$ cat config.mk
export PLATFORM = sky130hd
export DESIGN_NAME = instr_fetch
export DESIGN_NICKNAME = d
export VERILOG_FILES = /design/src/rtl/instr_fetch.sv
export SDC_FILE = /design/constraint.sdc
export NUM_CORES = 1
export LEC_CHECK = 0
export BUFFER_PORTS_ARGS = -buffer_cell sky130_fd_sc_hd__clkbuf_2
export CAP_MARGIN = 20
export CELL_PAD_IN_SITES_DETAIL_PLACEMENT = 1
export CELL_PAD_IN_SITES_GLOBAL_PLACEMENT = 2
export CORE_UTILIZATION = 43
export CTS_CLUSTER_DIAMETER = 30
export CTS_CLUSTER_SIZE = 12
export DETAILED_ROUTE_END_ITERATION = 7
export PLACE_DENSITY_LB_ADDON = 0.1
export SYNTH_ARGS = -nofsm -noshare
export SYNTH_HDL_FRONTEND = slang
export SYNTH_SLANG_ARGS = --single-unit
$ cat constraint.sdc
create_clock -name clk -period 2.25 [get_ports clk]
set_input_delay 0.3375 -clock clk [delete_from_list [all_inputs] [get_ports clk]]
set_output_delay 0.3375 -clock clk [all_outputs]
set_load 0.01 [all_outputs]
$ cat src/rtl/instr_fetch.sv
// Instruction fetch stage: loadable program memory plus pc sequencer feeding the CPU one word per cycle.
// Latency: instruction valid one edge after start/advance; stall holds the word and pc in place.
module instr_fetch #(
   parameter int             IW        = 21,
   parameter int             AW        = 5,
   parameter int             DEPTH     = 32,
   parameter int             CW        = 16,
   parameter logic [IW-1:0]  NOP_INSTR = '0
) (
   input  logic          clk,
   input  logic          rst,
   input  logic          start,
   input  logic          stop,
   input  logic          stall,
   input  logic          loop_en,
   input  logic [AW-1:0] last_addr,
   input  logic          prog_we,
   input  logic [AW-1:0] prog_addr,
   input  logic [IW-1:0] prog_data,
   output logic [IW-1:0] instruction,
   output logic          instr_valid,
   output logic [AW-1:0] pc,
   output logic          busy,
   output logic          done,
   output logic [CW-1:0] fetch_count
);

   typedef enum logic [1:0] {
      S_IDLE = 2'd0,
      S_RUN  = 2'd1,
      S_DONE = 2'd2
   } state_t;

   logic [IW-1:0] mem_q [DEPTH];

   state_t        state_q, state_d;
   logic [IW-1:0] instr_q, instr_d;
   logic          vld_q,   vld_d;
   logic [AW-1:0] pc_q,    pc_d;
   logic [AW-1:0] last_q,  last_d;
   logic [CW-1:0] cnt_q,   cnt_d;

   logic [AW-1:0] pc_inc;
   logic [CW-1:0] cnt_inc;
   logic          mem_we;

   assign pc_inc  = pc_q + 1'b1;
   assign cnt_inc = (cnt_q == {CW{1'b1}}) ? cnt_q : cnt_q + 1'b1;
   assign mem_we  = prog_we && !rst && (state_q != S_RUN);

   // Program memory survives rst; writes are locked out while running.
   always_ff @(posedge clk) begin
      if (mem_we) begin
         mem_q[prog_addr] <= prog_data;
      end
   end

   always_comb begin
      state_d = state_q;
      instr_d = instr_q;
      vld_d   = vld_q;
      pc_d    = pc_q;
      last_d  = last_q;
      cnt_d   = cnt_q;
      case (state_q)
         S_IDLE, S_DONE: begin
            if (start) begin
               instr_d = mem_q[0];
               vld_d   = 1'b1;
               pc_d    = '0;
               cnt_d   = {{(CW-1){1'b0}}, 1'b1};
               last_d  = last_addr;
               state_d = S_RUN;
            end
         end
         S_RUN: begin
            if (stop) begin
               instr_d = NOP_INSTR;
               vld_d   = 1'b0;
               state_d = S_DONE;
            end else if (!stall) begin
               if (pc_q != last_q) begin
                  pc_d    = pc_inc;
                  instr_d = mem_q[pc_inc];
                  cnt_d   = cnt_inc;
               end else if (loop_en) begin
                  pc_d    = '0;
                  instr_d = mem_q[0];
                  cnt_d   = cnt_inc;
               end else begin
                  // End of program: pc parks on last_addr for inspection.
                  instr_d = NOP_INSTR;
                  vld_d   = 1'b0;
                  state_d = S_DONE;
               end
            end
         end
         default: begin
            state_d = S_IDLE;
            instr_d = NOP_INSTR;
            vld_d   = 1'b0;
         end
      endcase
   end

   always_ff @(posedge clk) begin
      if (rst) begin
         state_q <= S_IDLE;
         instr_q <= NOP_INSTR;
         vld_q   <= 1'b0;
         pc_q    <= '0;
         last_q  <= '0;
         cnt_q   <= '0;
      end else begin
         state_q <= state_d;
         instr_q <= instr_d;
         vld_q   <= vld_d;
         pc_q    <= pc_d;
         last_q  <= last_d;
         cnt_q   <= cnt_d;
      end
   end

   assign instruction = instr_q;
   assign instr_valid = vld_q;
   assign pc          = pc_q;
   assign fetch_count = cnt_q;
   assign busy        = (state_q == S_RUN);
   assign done        = (state_q == S_DONE);

endmodule

* Word level (Yosys, flattened, before mapping)
Memory sizes are Yosys's and may differ from the RTL's.
Cells that the tools add are included.
** Word-level totals
- Register bits :: 50
- Memory bits (writable) :: 672
- Output and inout bits :: 45
- Word-level logic and storage cells :: 64
- Memories :: 1
** Memories
- mem_q :: words 32, width 21, read ports 2, clocked after Yosys merged registers in 0, write ports 1, line 34 : logic [IW-1:0] mem_q [DEPTH];
** Operators by class
- Add/sub/neg operators :: 2
- Eq/ne operators :: 12
- Multiplexer cells :: 33
- Reductions and logical operators :: 10
** Operators with widths (number)
- 2-to-1 mux 21 bit :: 5
- 2-to-1 mux 16 bit :: 6
- case mux 21 bit (2 select lines) :: 1
- case mux 16 bit (2 select lines) :: 1
- 2-to-1 mux 5 bit :: 5
- adder 16 x 1 -> 16 bit (second input constant) :: 1
- equality test 16 bit (second input constant) :: 1
- 2-to-1 mux 2 bit :: 5
- case mux 5 bit (2 select lines) :: 1
- inequality test 3 bit (second input constant) :: 3
- 2-to-1 mux 1 bit :: 7
- inequality test 2 bit (second input constant) :: 3
- adder 5 x 1 -> 5 bit (second input constant) :: 1
- inequality test 5 bit :: 1
- AND reduction 5 bit :: 1
- case mux 2 bit (2 select lines) :: 1
- AND reduction 2 bit :: 2
- AND reduction 4 bit :: 1
- inequality test 3 x 2 -> 1 bit (second input constant) :: 1
- equality test 2 x 1 -> 1 bit (second input constant) :: 1
- equality test 2 bit (second input constant) :: 1
- logical AND 1 bit :: 2
- logical NOT 2 bit :: 1
- inequality test 2 x 1 -> 1 bit (second input constant) :: 1
- 4 further kinds :: 4

* Longest topological paths before layout
Gate-level depths: netlist of run 1.
- Word-level depth :: 7
- Mapped depth :: 10

* Least setup slack after synthesis of run 1
Ideal clock, no wire load.
- Kind :: flip-flop to flip-flop
- Start point :: register state_q[0]
- End point :: memory mem_q[14][0], enable pin
- Library setup time :: 399 ps
- Arrival :: 2040 ps
- Setup slack :: -189 ps
- Stages on the path, launching flop included :: 6
- Buffers on the path :: 0
- Clock period less this slack :: 2439 ps
- Cells stage by stage :: dfxtp_1 > nand2b_2 > inv_1 > nor3b_1 > nand3b_1 > nor2_1
** On the way
- Longest elaborated chain between the ends :: 4
** Ends and longest elaborated chain
- start, declared :: line 36 : state_t state_q, state_d;
- start signal, assigned :: line 115 : state_q <= state_d;
- inequality test 2 x 1 -> 1 bit :: line 49 : assign mem_we = prog_we && !rst && (state_q != S_RUN);
- logical AND 1 bit :: line 49
- 2-to-1 mux 1 bit :: line 53 : if (mem_we) begin
- 2-to-1 mux 1 bit (implied by the code) :: line 54 : mem_q[prog_addr] <= prog_data;
- end, declared :: line 34
No other way between the ends.

* Worst setup path after layout of run 1
- Start point :: register pc_q[0], in the netlist pc[0]
- End point :: register instr_q[11], in the netlist instruction[11]
** On the way
- Longest elaborated chain between the ends :: 6
- Elaborated cells between the ends (all ways) :: 7
** Ends and longest elaborated chain
- start, declared :: line 39 : logic [AW-1:0] pc_q, pc_d;
- start signal, assigned :: line 118 : pc_q <= pc_d;
- adder 5 x 1 -> 5 bit :: line 47 : assign pc_inc = pc_q + 1'b1;
- memory (32 x 21 bit)
- 2-to-1 mux 21 bit (*) :: line 82 : if (pc_q != last_q) begin
- 2-to-1 mux 21 bit (*) :: line 81 : end else if (!stall) begin
- 2-to-1 mux 21 bit (*) :: line 77 : if (stop) begin
- case mux 21 bit (2 select lines) (*) :: line 65 : case (state_q)
- end signal, assigned :: line 116 : instr_q <= instr_d;
- end, declared :: line 37 : logic [IW-1:0] instr_q, instr_d;
Every way passes the cells marked *; elsewhere a longest branch is shown, timed or not. The select of a mux whose other input is x is not followed.
A chain may end at the register's enable or synchronous reset.

==> results of run 1 <==
-- flip-flops by register name, indices dropped and copies added, names as in the netlist --
register / cells
state_q: 2
fetch_count: 16
last_q: 5
instruction: 21
mem_q: 672
instr_valid: 1
pc: 5
-- cells by family after synthesis --
group	count (synthesis)	synth area share, %
DFF	722	75.4
buffers and inverters	96	1.57
xor gates and xnor gates	8	0.249
and+or+nand+nor	528	8.44
AOI/OAI and AO/OA	134	3.22
muxes	153	11.1
adders and majority gates	2	0.0890
-- final cells by class --
cell class              instances  share of cell area, %
clock buffers                 184                   10.9
flip-flops and latches        722                   57.4
diodes                          1                0.00677
well taps                     855                   2.90
repair buffers                236                   6.74
clock inverters                97                   3.70
inverters                       3                 0.0305
multi-input cells             826                   18.4
-- tightest hold or removal path, cell delays in order --
cell	delay, ns
sky130_fd_sc_hd__clkbuf_2	0.10
sky130_fd_sc_hd__nor2_1	0.07
sky130_fd_sc_hd__a211oi_1	0.21
-- cell usage after synthesis, drive strengths merged (5+ instances only) --
master | n | area, um2
nand2 | 284 | 1070
a22oi | 22 | 165
nand3b | 6 | 57.6
edfxtp | 672 | 20200
and3 | 5 | 31.3
a32oi | 21 | 184
mux2i | 25 | 250
nand4 | 27 | 169
clkbuf | 48 | 180
nand2b | 5 | 33.8
mux4 | 126 | 2840
nor2 | 52 | 198
o21ai | 31 | 155
dfxtp | 50 | 1000
nand3 | 117 | 586
a31oi | 23 | 159
or3 | 11 | 68.8
a21oi | 21 | 105
xor2 | 7 | 61.3
buf | 45 | 249
nor2b | 5 | 31.3
-- routing by layer --
layer | up-vias | share of wire (%)
met4 | 0 | 1.9
met2 | 509 | 47
li1 | 7159 | -
met1 | 8822 | 45
met3 | 127 | 6.2
met5 | - | 0
-- power by group through the flow --
stage,sequential [uW],clock (uW),combinational [uW]
after global placement,15100,0,877
final,14800,23000,920
after floorplan,15100,0,363
after CTS,14800,23300,923
after global routing,14800,23900,991
after detailed placement,15100,0,898
-- worst max path at each step --
stage / from / endpoint / slack, ns / cells past startpoint
after floorplan: state_q[0] / mem_q[14][0] / -0.19 / 5
after global placement: pc[1] / instruction[8] / -0.44 / 8
after detailed placement: pc[1] / instruction[8] / -0.44 / 8
after CTS: pc[0] / instruction[14] / 0.007 / 7
after global routing: pc[0] / instruction[1] / -0.04 / 10
final: pc[0] / instruction[11] / 0.009 / 8
-- timing repair --
action | 4_1_cts | 5_1_grt
endpoints found under the hold margin | 12 | 0
resized for setup | 18 | 19
hold buffers | 7 | 0
gates cloned | 2 | 4
endpoints found under the setup margin | 14 | 111
pin swaps | 5 | 13
buffers inserted | 5 | 19
-- per-stage QoR --
| stage | instances | utilization [%] | worst slack, ns | total power (uW) |
|---|---|---|---|---|
| 3_5_place_dp | 2605 | 48.0 | -0.442 | 16000 |
| 2_1_floorplan | 1643 | - | -0.189 | 15400 |
| 6_report | 2924 | 57.3 | 0.00950 | 38800 |
| 4_1_cts | 2900 | 56.8 | 0.00729 | 39100 |
| 5_1_grt | 2923 | 57.3 | -0.0378 | 39800 |
| 3_3_place_gp | 2605 | 48.0 | -0.437 | 16000 |
==> Implementation_results.wiki, run 1 <==
{| class="wikitable"
! Metric !! Value
|-
| Clock power frac || 59.3%
|-
| Layout cells sized above 1 || 32.4%
|-
| Antenna Nets Post-Route || 0
|-
| Number of flip-flops and latches in the synthesized netlist || 722
|-
| Pin count of the biggest net entering global routing || 49
|-
| Routed via count || 16617
|-
| Hold Path Origin || start
|-
| First-pass GRT wire length || 118000 um
|-
| Combinational share of power || 2.4%
|-
| Crit-path slowest cell || sky130_fd_sc_hd__dfxtp_4
|-
| Number of antenna violations at the first check in global routing || 2
|-
| Die area || 66400 um2
|-
| Max-Slew Margin vs Limit || 45.2%
|-
| Clock transition time at the flip-flop clock pins of the worst setup and hold paths || 0.05 ns
|-
| Final-report hold violation count || 0
|-
| Area growth syn-to-layout || 31.5%
|-
| Post-Synthesis Cell Area || 28100 um2
|-
| Hold slack final || 0.0519 ns
|-
| Worst path cell trace || ha_4 > xor2_4 > buf_12 > buf_16 > mux2i_1 > a32oi_1 > a31oi_4 > o21ai_1
|-
| Highest cell delay on the worst timing path || 0.41 ns
|-
| All-Layer GR Usage || 24.7%
|-
| CP Data Arrival Time || 2.82 ns
|-
| Die span in y || 258 um
|-
| Clock tree from TritonCTS || built
|-
| Type of destination of the critical path || flip-flop
|-
| Overflow left after global routing || 0
|-
| DRC marker count from the first detailed-route iteration || 1166
|-
| Worst Hold Depth || 3
|-
| Max-cap check violation count || 0
|-
| Layout Skew || 0.0286 ns
|-
| Required time worst endpoint || 2.83 ns
|-
| Syn avg cell area || 17.1 um2
|-
| Power per cell area || 1050 nW/um2
|-
| Clock latency on the worst-skew pair || 0.73 ns
|-
| Endpoint with the worst hold slack || state_q[0]
|-
| Worst vdd ir || 0.000879 V
|-
| Critical Path Start Type || flip-flop
|-
| Path category of the worst min-delay check || input pin to flip-flop
|-
| Final setup fails || 0
|-
| Highest clock frequency the design can meet || 0.446 GHz
|-
| Sequential share of power || 38.3%
|-
| GRT met3 Usage || 5.63%
|-
| Total Nets Final || 1980
|-
| Final weighted congestion of routability-driven global placement || 0.754
|-
| Minimum clock period || 2.24 ns
|-
| Root Buffer Master || sky130_fd_sc_hd__clkbuf_16
|-
| Clock sinks || 722
|-
| Worst flop-to-flop path endpoint || instruction[11]
|-
| Count of flip-flops with a built-in enable after synthesis || 672
|-
| Overall die width || 258 um
|-
| Portion of the clock cycle consumed by the worst path in the final layout || 99.6%
|-
| Switching part of the total || 21.1%
|-
| Count of TritonRoute iterations in the first routing pass || 5
|-
| Leakage power of the design || 0.0123 uW
|-
| Met2 Use GR || 38.4%
|-
| Maximum level of the CTS H-tree || 4
|-
| Placed inst area || 30900 um2
|-
| Area of combinational cells with multiple inputs || 6800 um2
|-
| Top-level I/O count || 83
|-
| Number of I/O port buffers || 82
|-
| Final max-slew violation count || 0
|-
| Worst-margin pin slew || 0.821 ns
|-
| Row cnt || 93
|-
| Number of different library cells in the post-synthesis netlist || 52
|-
| Standard cell core area || 64500 um2
|-
| Post-detailed-placement half-perimeter wirelength || 47600 um
|-
| Number of vias per cell || 5.68
|-
| Number of buffer and inverter instances along the worst setup path || 2
|-
| Post-Route Setup TNS || 0 ns
|-
| Maximum fanout count along the critical path || 28
|-
| Post-synthesis sequential area ratio || 75.4%
|-
| Total length of routed wires || 81500 um
|-
| Synth Net Count || 1683
|-
| Detailed-route DRC error count || 0
|-
| Async set or reset register ratio after synthesis || 0%
|-
| Global-route track usage on met1 || 35.0%
|-
| Synthesized netlist cell count || 1643
|-
| Effective utilization at floorplan || 43.6%
|-
| Most congested layer reported by global routing || met2
|-
| Clock tree buffer depth || 3
|-
| Net switching component of the power || 8190 uW
|-
| Most used flip-flop cell after synthesis || sky130_fd_sc_hd__edfxtp_1
|-
| Commonest non-fill, non-tap cells in the layout || 672 x sky130_fd_sc_hd__edfxtp_1, 284 x sky130_fd_sc_hd__nand2_1, 154 x sky130_fd_sc_hd__clkbuf_16
|-
| Most common cell after layout, fill and taps aside || sky130_fd_sc_hd__edfxtp_1
|-
| Warning count from the yosys run || 0
|-
| Filler cell count in the final layout || 5791
|-
| Int Power || 30600 uW
|-
| Post-route cell area || 36900 um2
|-
| Clock buffers created by TritonCTS || 151
|-
| Number of global-route vias before repair || 17545
|-
| Worst setup slack for register-to-register paths || 0.009 ns
|-
| Run status || finished clean
|-
| Flip-flop and latch area || 21200 um2
|-
| Critical path class || flip-flop to flip-flop
|-
| Worst path top cell family by delay || compound AO/OA/AOI/OAI gates
|-
| Cells on worst reg2reg path || 8
|-
| DR WL/cell || 27.9 um
|-
| Start of the worst register-to-register path || pc[0]
|}
Note: power is estimated with default switching activity, not from simulation.
==> run 2, diff against run 1 <==
- HOLD_SLACK_MARGIN: not set -> 0.06
- MAX_ROUTING_LAYER: not set -> met4
==> run 2 against run 1 <==
The flow now finishes with violations (setup timing). Wire length rose by 0.35%. Cell count grew 0.31%. Utilization up 0.21 points. Clock power is essentially flat. Via count increased by 0.63%. First-iteration DRC count increased by 7.2%. Critical path type unchanged. Critical endpoint is now instruction[3]. Largest cell class unchanged.
==> Implementation_results.wiki, run 2 (same netlist as run 1, synthesis figures left out) <==
{| class="wikitable"
! Metric !! Value
|-
| Run status || finished with violations
|-
| Violations in the final reports || setup timing
|-
| Met2 Use GR || 38.5% (+0.097 points)
|-
| Number of global-route vias before repair || 17580 (+0.20%)
|-
| Count of TritonRoute iterations in the first routing pass || 5 (unchanged)
|-
| Antenna Nets Post-Route || 0 (unchanged)
|-
| Routed via count || 16721 (+0.63%)
|-
| Hold slack final || 0.129 ns (+0.0770 ns)
|-
| Number of antenna violations at the first check in global routing || 1 (-1)
|-
| Final max-slew violation count || 0 (unchanged)
|-
| Filler cell count in the final layout || 5783 (-0.14%)
|-
| Power per cell area || 1050 nW/um2 (-0.33%)
|-
| Highest clock frequency the design can meet || 0.441 GHz (-1.2%)
|-
| Number of vias per cell || 5.70 (+0.32%)
|-
| RSZ-0062 raised after global routing || yes
|-
| Overflow left after global routing || 0 (unchanged)
|-
| Largest reg by FF count || mem_q
|-
| Non-filler cells, final || 2933 (+0.31%)
|-
| Leakage power of the design || 0.0123 uW (+0.52%)
|-
| Highest cell delay on the worst timing path || 0.38 ns (-0.03 ns)
|-
| Total Nets Final || 1989 (+0.45%)
|-
| Maximum fanout count along the critical path || 7 (-75%)
|-
| Max-Slew Margin vs Limit || 47.1% (+1.8 points)
|-
| Required time worst endpoint || 2.85 ns (+0.02 ns)
|-
| Final setup fails || 3 (+3)
|-
| Max-cap check violation count || 0 (unchanged)
|-
| CP Data Arrival Time || 2.87 ns (+0.05 ns)
|-
| Crit-path slowest cell || sky130_fd_sc_hd__dfxtp_4
|-
| Final weighted congestion of routability-driven global placement || 0.764 (+1.3%)
|-
| Overall die width || 258 um (unchanged)
|-
| Final-report hold violation count || 0 (unchanged)
|-
| Critical Path Start Type || flip-flop
|-
| Most congested layer reported by global routing || met2
|-
| Clock transition time at the flip-flop clock pins of the worst setup and hold paths || 0.05 ns (about the same)
|-
| Top-level I/O count || 83 (unchanged)
|-
| Row cnt || 93 (unchanged)
|-
| Clock latency on the worst-skew pair || 0.74 ns (about the same)
|-
| Most common cell after layout, fill and taps aside || sky130_fd_sc_hd__edfxtp_1
|-
| Final setup margin || -0.0171 ns (-0.0266 ns)
|-
| Root Buffer Master || sky130_fd_sc_hd__clkbuf_16
|-
| Pin count of the biggest net entering global routing || 49 (unchanged)
|-
| Placed inst area || 30900 um2 (unchanged)
|-
| DR WL/cell || 27.9 um (about the same)
|-
| Post-route cell area || 37100 um2 (+0.37%)
|-
| Layout Skew || 0.0295 ns (+0.000920 ns)
|-
| Post-placement setup slack || -0.442 ns (unchanged)
|-
| Minimum clock period || 2.27 ns (+0.0266 ns)
|-
| Portion of the clock cycle consumed by the worst path in the final layout || 101% (+1.2 points)
|-
| DRC marker count from the first detailed-route iteration || 1250 (+7.2%)
|-
| Number of buffer and inverter instances along the worst setup path || 3 (+1)
|-
| Critical path class || flip-flop to flip-flop
|-
| Worst vdd ir || 0.000882 V (+0.37%)
|-
| Clock sinks || 722 (unchanged)
|-
| GRT met3 Usage || 5.70% (+0.069 points)
|-
| Effective utilization at floorplan || 43.6% (unchanged)
|-
| Layout cells sized above 1 || 32.5% (+0.10 points)
|-
| Commonest non-fill, non-tap cells in the layout || 672 x sky130_fd_sc_hd__edfxtp_1, 284 x sky130_fd_sc_hd__nand2_1, 155 x sky130_fd_sc_hd__clkbuf_16
|-
| Path category of the worst min-delay check || input pin to flip-flop
|-
| Area of combinational cells with multiple inputs || 6830 um2 (+0.46%)
|-
| Worst path cell trace || ha_4 > buf_4 > nand2b_1 > mux2_4 > mux2i_4 > buf_6 > buf_12 > nand3_4 > nand4_1 > o21ai_1
|-
| Count of placed standard cells including taps || 2605 (unchanged)
|-
| Clock buffers created by TritonCTS || 151 (unchanged)
|-
| Die area || 66400 um2 (unchanged)
|-
| Type of destination of the critical path || flip-flop
|-
| Clock tree buffer depth || 3 (unchanged)
|-
| Flip-flop and latch area || 21200 um2 (unchanged)
|-
| Number of I/O port buffers || 82 (unchanged)
|-
| Area growth syn-to-layout || 31.9%
|-
| Total length of routed wires || 81700 um (+0.35%)
|-
| Post-detailed-placement half-perimeter wirelength || 47600 um (unchanged)
|-
| Clock tree from TritonCTS || built
|-
| Number of flip-flops in the largest register || 672 (unchanged)
|-
| All-Layer GR Usage || 25.6% (+0.87 points)
|-
| Die span in y || 258 um (unchanged)
|-
| Global-route track usage on met1 || 35.1% (+0.14 points)
|-
| Worst-margin pin slew || 0.794 ns (-0.0276 ns)
|-
| Worst path top cell family by delay || multiplexers
|-
| Detailed-route DRC error count || 0 (unchanged)
|-
| Standard cell core area || 64500 um2 (unchanged)
|-
| Maximum level of the CTS H-tree || 4 (unchanged)
|-
| First-pass GRT wire length || 119000 um (+0.32%)
|}
==> run 2: worst paths after layout <==
path	endpoint	slack, ns	start	depth (start not counted)
worst min register to register	instr_valid	0.50	instr_valid	2
worst max-delay path	instruction[3]	-0.02	pc[0]	10
worst min-delay path	state_q[0]	0.13	loop_en	5
worst max register to register	instruction[3]	-0.02	pc[0]	10
==> run 2: timing repair <==
action / 4_1_cts / 5_1_grt
pin swaps: 5 / 10
buffers inserted: 5 / 20
hold endpoints to repair: 13 / 0
setup endpoints to repair: 14 / 115
resized for setup: 18 / 25
gates cloned: 2 / 6
hold buffers: 13 / 0
==> run 2: cell type report <==
class | count | share of cell area (%)
well taps | 855 | 2.89
repair buffers | 244 | 7.00
inverters | 3 | 0.0304
clock buffers | 184 | 10.8
multi-input cells | 827 | 18.4
flip-flops and latches | 722 | 57.2
diodes | 1 | 0.00675
clock inverters | 97 | 3.68
==> run 2: worst reg2reg max path, stage by stage, from the launching register on <==
cell	delay, ns
sky130_fd_sc_hd__dfxtp_4	0.38
sky130_fd_sc_hd__ha_4	0.22
sky130_fd_sc_hd__buf_4	0.16
sky130_fd_sc_hd__nand2b_1	0.13
sky130_fd_sc_hd__mux2_4	0.29
sky130_fd_sc_hd__mux2i_4	0.21
sky130_fd_sc_hd__buf_6	0.14
sky130_fd_sc_hd__buf_12	0.12
sky130_fd_sc_hd__nand3_4	0.08
sky130_fd_sc_hd__nand4_1	0.28
sky130_fd_sc_hd__o21ai_1	0.13
==> run 2: routing by layer <==
| metal | wire, um | up-vias |
|---|---|---|
| met1 | 36300 | 8893 |
| met3 | 5420 | 116 |
| met5 | 0 | - |
| met2 | 38600 | 538 |
| met4 | 1490 | 0 |
| li1 | - | 7174 |
==> run 2: stage by stage <==
step / TNS [ns] / power [uW] / util (%)
6_report: -0.0352 / 38800 / 57.5
5_1_grt: -0.683 / 39800 / 57.5
4_1_cts: 0 / 39100 / 56.9
3_5_place_dp: -2.42 / 16000 / 48.0
3_3_place_gp: -2.12 / 16000 / 48.0
2_1_floorplan: -80.28 / 15400 / -
==> run 2: report_power, final <==
group	switching, uW	internal, uW
Clock	7530	15500
Combinational	617	315
Sequential	57.8	14800
==> run 3, diff against run 2 <==
- SKIP_LAST_GASP: not set -> 1
- SLEW_MARGIN: not set -> 15
==> run 3 against run 2 <==
Utilization fell by 0.23 points. The flow now finishes without violations. Global-route usage barely moved. Final area fell by 0.41%. Flip-flop and latch count did not move. Critical path type unchanged. Combinational power barely moved. Non-clock buffer count fell by 6. Fmax rose by 2.4%. Setup slack improved by 0.054 ns. Clock skew fell by 0.0012 ns.
==> Implementation_results.wiki, run 3 (same netlist as run 1, synthesis figures left out) <==
{| class="wikitable"
! Metric !! Value
|-
| Largest reg by FF count || mem_q
|-
| Final setup margin || 0.0365 ns (+0.0537 ns)
|-
| Post-detailed-placement half-perimeter wirelength || 47600 um (unchanged)
|-
| Layout cells sized above 1 || 32.0% (-0.45 points)
|-
| Critical path class || flip-flop to flip-flop
|-
| Endpoint with the worst hold slack || state_q[0]
|-
| Minimum clock period || 2.21 ns (-0.0537 ns)
|-
| Pin count of the biggest net entering global routing || 49 (unchanged)
|-
| Post-placement setup slack || -0.442 ns (unchanged)
|-
| Clock sinks || 722 (unchanged)
|-
| Die area || 66400 um2 (unchanged)
|-
| CP Data Arrival Time || 2.81 ns (-0.06 ns)
|-
| Worst-margin pin slew || 0.799 ns (+0.00564 ns)
|-
| First-pass GRT wire length || 119000 um (about the same)
|-
| Hold Path Origin || loop_en
|-
| Maximum fanout count along the critical path || 14 (+7)
|-
| Commonest non-fill, non-tap cells in the layout || 672 x sky130_fd_sc_hd__edfxtp_1, 284 x sky130_fd_sc_hd__nand2_1, 153 x sky130_fd_sc_hd__clkbuf_16
|-
| Number of buffer and inverter instances along the worst setup path || 2 (-1)
|-
| Portion of the clock cycle consumed by the worst path in the final layout || 98.4% (-2.4 points)
|-
| Cells on worst reg2reg path || 8 (-2)
|-
| Antenna Nets Post-Route || 0 (unchanged)
|-
| Leakage power of the design || 0.0123 uW (-0.44%)
|-
| Overall die width || 258 um (unchanged)
|-
| Effective utilization at floorplan || 43.6% (unchanged)
|-
| Final setup fails || 0 (-3)
|-
| Critical Path Start Type || flip-flop
|-
| Die span in y || 258 um (unchanged)
|-
| Number of global-route vias before repair || 17568 (-0.068%)
|-
| Clock latency on the worst-skew pair || 0.73 ns (about the same)
|-
| Number of vias per cell || 5.66 (-0.73%)
|-
| Total Nets Final || 1981 (-0.40%)
|-
| Final max-slew violation count || 0 (unchanged)
|-
| Max-Slew Margin vs Limit || 46.7% (-0.38 points)
|-
| Number of antenna violations at the first check in global routing || 1 (unchanged)
|-
| Maximum level of the CTS H-tree || 4 (unchanged)
|-
| Final weighted congestion of routability-driven global placement || 0.764 (unchanged)
|-
| Clock transition time at the flip-flop clock pins of the worst setup and hold paths || 0.05 ns (about the same)
|-
| Number of I/O port buffers || 82 (unchanged)
|-
| Worst vdd ir || 0.000882 V (about the same)
|-
| Number of flip-flops in the largest register || 672 (unchanged)
|-
| Clock tree from TritonCTS || built
|-
| Power per cell area || 1050 nW/um2 (+0.34%)
|-
| Required time worst endpoint || 2.85 ns (about the same)
|-
| Detailed-route DRC error count || 0 (unchanged)
|-
| Total chip power || 38700 uW (about the same)
|-
| Type of destination of the critical path || flip-flop
|-
| Worst path cell trace || ha_4 > xor2_4 > buf_12 > buf_16 > mux2i_2 > a32oi_2 > a31oi_4 > o21ai_1
|-
| Count of TritonRoute iterations in the first routing pass || 5 (unchanged)
|-
| Path category of the worst min-delay check || input pin to flip-flop
|-
| Layout Skew || 0.0283 ns (-0.00122 ns)
|-
| Post-Route Setup TNS || 0 ns (+0.0352 ns)
|-
| Area growth syn-to-layout || 31.4%
|-
| Highest clock frequency the design can meet || 0.452 GHz (+2.4%)
|-
| DR WL/cell || 27.5 um (-1.3%)
|-
| Worst path top cell family by delay || compound AO/OA/AOI/OAI gates
|-
| Clock buffers created by TritonCTS || 151 (unchanged)
|-
| Total length of routed wires || 80500 um (-1.6%)
|-
| Root Buffer Master || sky130_fd_sc_hd__clkbuf_16
|-
| Run status || finished clean
|-
| Standard cell core area || 64500 um2 (unchanged)
|-
| Highest cell delay on the worst timing path || 0.40 ns (+0.02 ns)
|-
| Start of the worst register-to-register path || pc[0]
|-
| Overflow left after global routing || 0 (unchanged)
|-
| Filler cell count in the final layout || 5789 (+0.10%)
|-
| All-Layer GR Usage || 25.6% (about the same)
|-
| Routed via count || 16553 (-1.0%)
|-
| Worst flop-to-flop path endpoint || instruction[8]
|-
| Most common cell after layout, fill and taps aside || sky130_fd_sc_hd__edfxtp_1
|-
| Clock tree buffer depth || 3 (unchanged)
|-
| DRC marker count from the first detailed-route iteration || 1304 (+4.3%)
|-
| Crit-path slowest cell || sky130_fd_sc_hd__dfxtp_4
|-
| Worst Hold Depth || 5 (unchanged)
|-
| RSZ-0062 raised after global routing || yes
|-
| Row cnt || 93 (unchanged)
|-
| Max-cap check violation count || 0 (unchanged)
|-
| Final-report hold violation count || 0 (unchanged)
|-
| Worst setup slack for register-to-register paths || 0.04 ns (+0.05 ns)
|-
| Top-level I/O count || 83 (unchanged)
|}
[run 3: cell count changes in the layout (fill, tap and decap cells not counted), sizes merged]
| cell | delta |
|---|---|
| mux2 | -2 |
| buf | -4 |
| clkbuf | -2 |
[run 3: cell type report]
type | instances | area, um2 | share of cell area (%)
Antenna cell | 1 | 2.50 | 0.00678
Inverter | 3 | 11.3 | 0.0305
Tap cell | 855 | 1070 | 2.90
Clock inverter | 97 | 1370 | 3.70
Multi-Input combinational cell | 825 | 6760 | 18.3
Timing Repair Buffer | 238 | 2510 | 6.79
Sequential cell | 722 | 21200 | 57.4
Clock buffer | 184 | 4010 | 10.9
[run 3: power breakdown]
part | internal [uW] | leakage [uW] | switching, uW
clock network | 15500 | 0.00258 | 7500
logic | 318 | 0.00323 | 615
registers | 14800 | 0.00645 | 58.1
[run 3: routing by layer]
layer	wire length (um)	vias to the layer above	track usage, %
met5	0	-	-
met4	1470	0	7.13
met3	5050	121	5.70
met2	38000	534	38.5
met1	36000	8754	35.2
li1	-	7144	-
[run 3: how the worst max path moves through the flow]
stage / slack (ns) / to / depth (start not counted) / start
global route: -0.04 / instruction[18] / 8 / pc[0]
floorplan: -0.19 / mem_q[14][0] / 5 / state_q[0]
global placement: -0.44 / instruction[8] / 8 / pc[1]
finish: 0.04 / instruction[8] / 8 / pc[0]
detailed placement: -0.44 / instruction[8] / 8 / pc[1]
CTS: -0.009 / instruction[18] / 7 / pc[0]
[run 3: timing repair]
| item | 4_1_cts | 5_1_grt |
|---|---|---|
| endpoints found under the setup margin | 14 | 115 |
| hold buffers | 13 | 0 |
| setup buffers | 5 | 17 |
| pin swaps | 5 | 10 |
| gates cloned | 2 | 2 |
| endpoints found under the hold margin | 13 | 0 |
| gates resized for setup | 17 | 14 |
[run 3: stage by stage]
stage	instance area (um2)	std cells	utilization, %	hold WS [ns]
detailed placement	30900	2605	48.0	0.467
global placement	30900	2605	48.0	0.461
CTS	36700	2906	56.9	0.0933
floorplan	28100	1643	-	0.436
finish	36900	2925	57.3	0.122
global route	36900	2924	57.3	0.157
[run 3: worst reg2reg max path, cell delays in order (launching register included)]
cell,delay [ns]
sky130_fd_sc_hd__dfxtp_4,0.40
sky130_fd_sc_hd__ha_4,0.24
sky130_fd_sc_hd__xor2_4,0.22
sky130_fd_sc_hd__buf_12,0.19
sky130_fd_sc_hd__buf_16,0.18
sky130_fd_sc_hd__mux2i_2,0.27
sky130_fd_sc_hd__a32oi_2,0.12
sky130_fd_sc_hd__a31oi_4,0.34
sky130_fd_sc_hd__o21ai_1,0.13
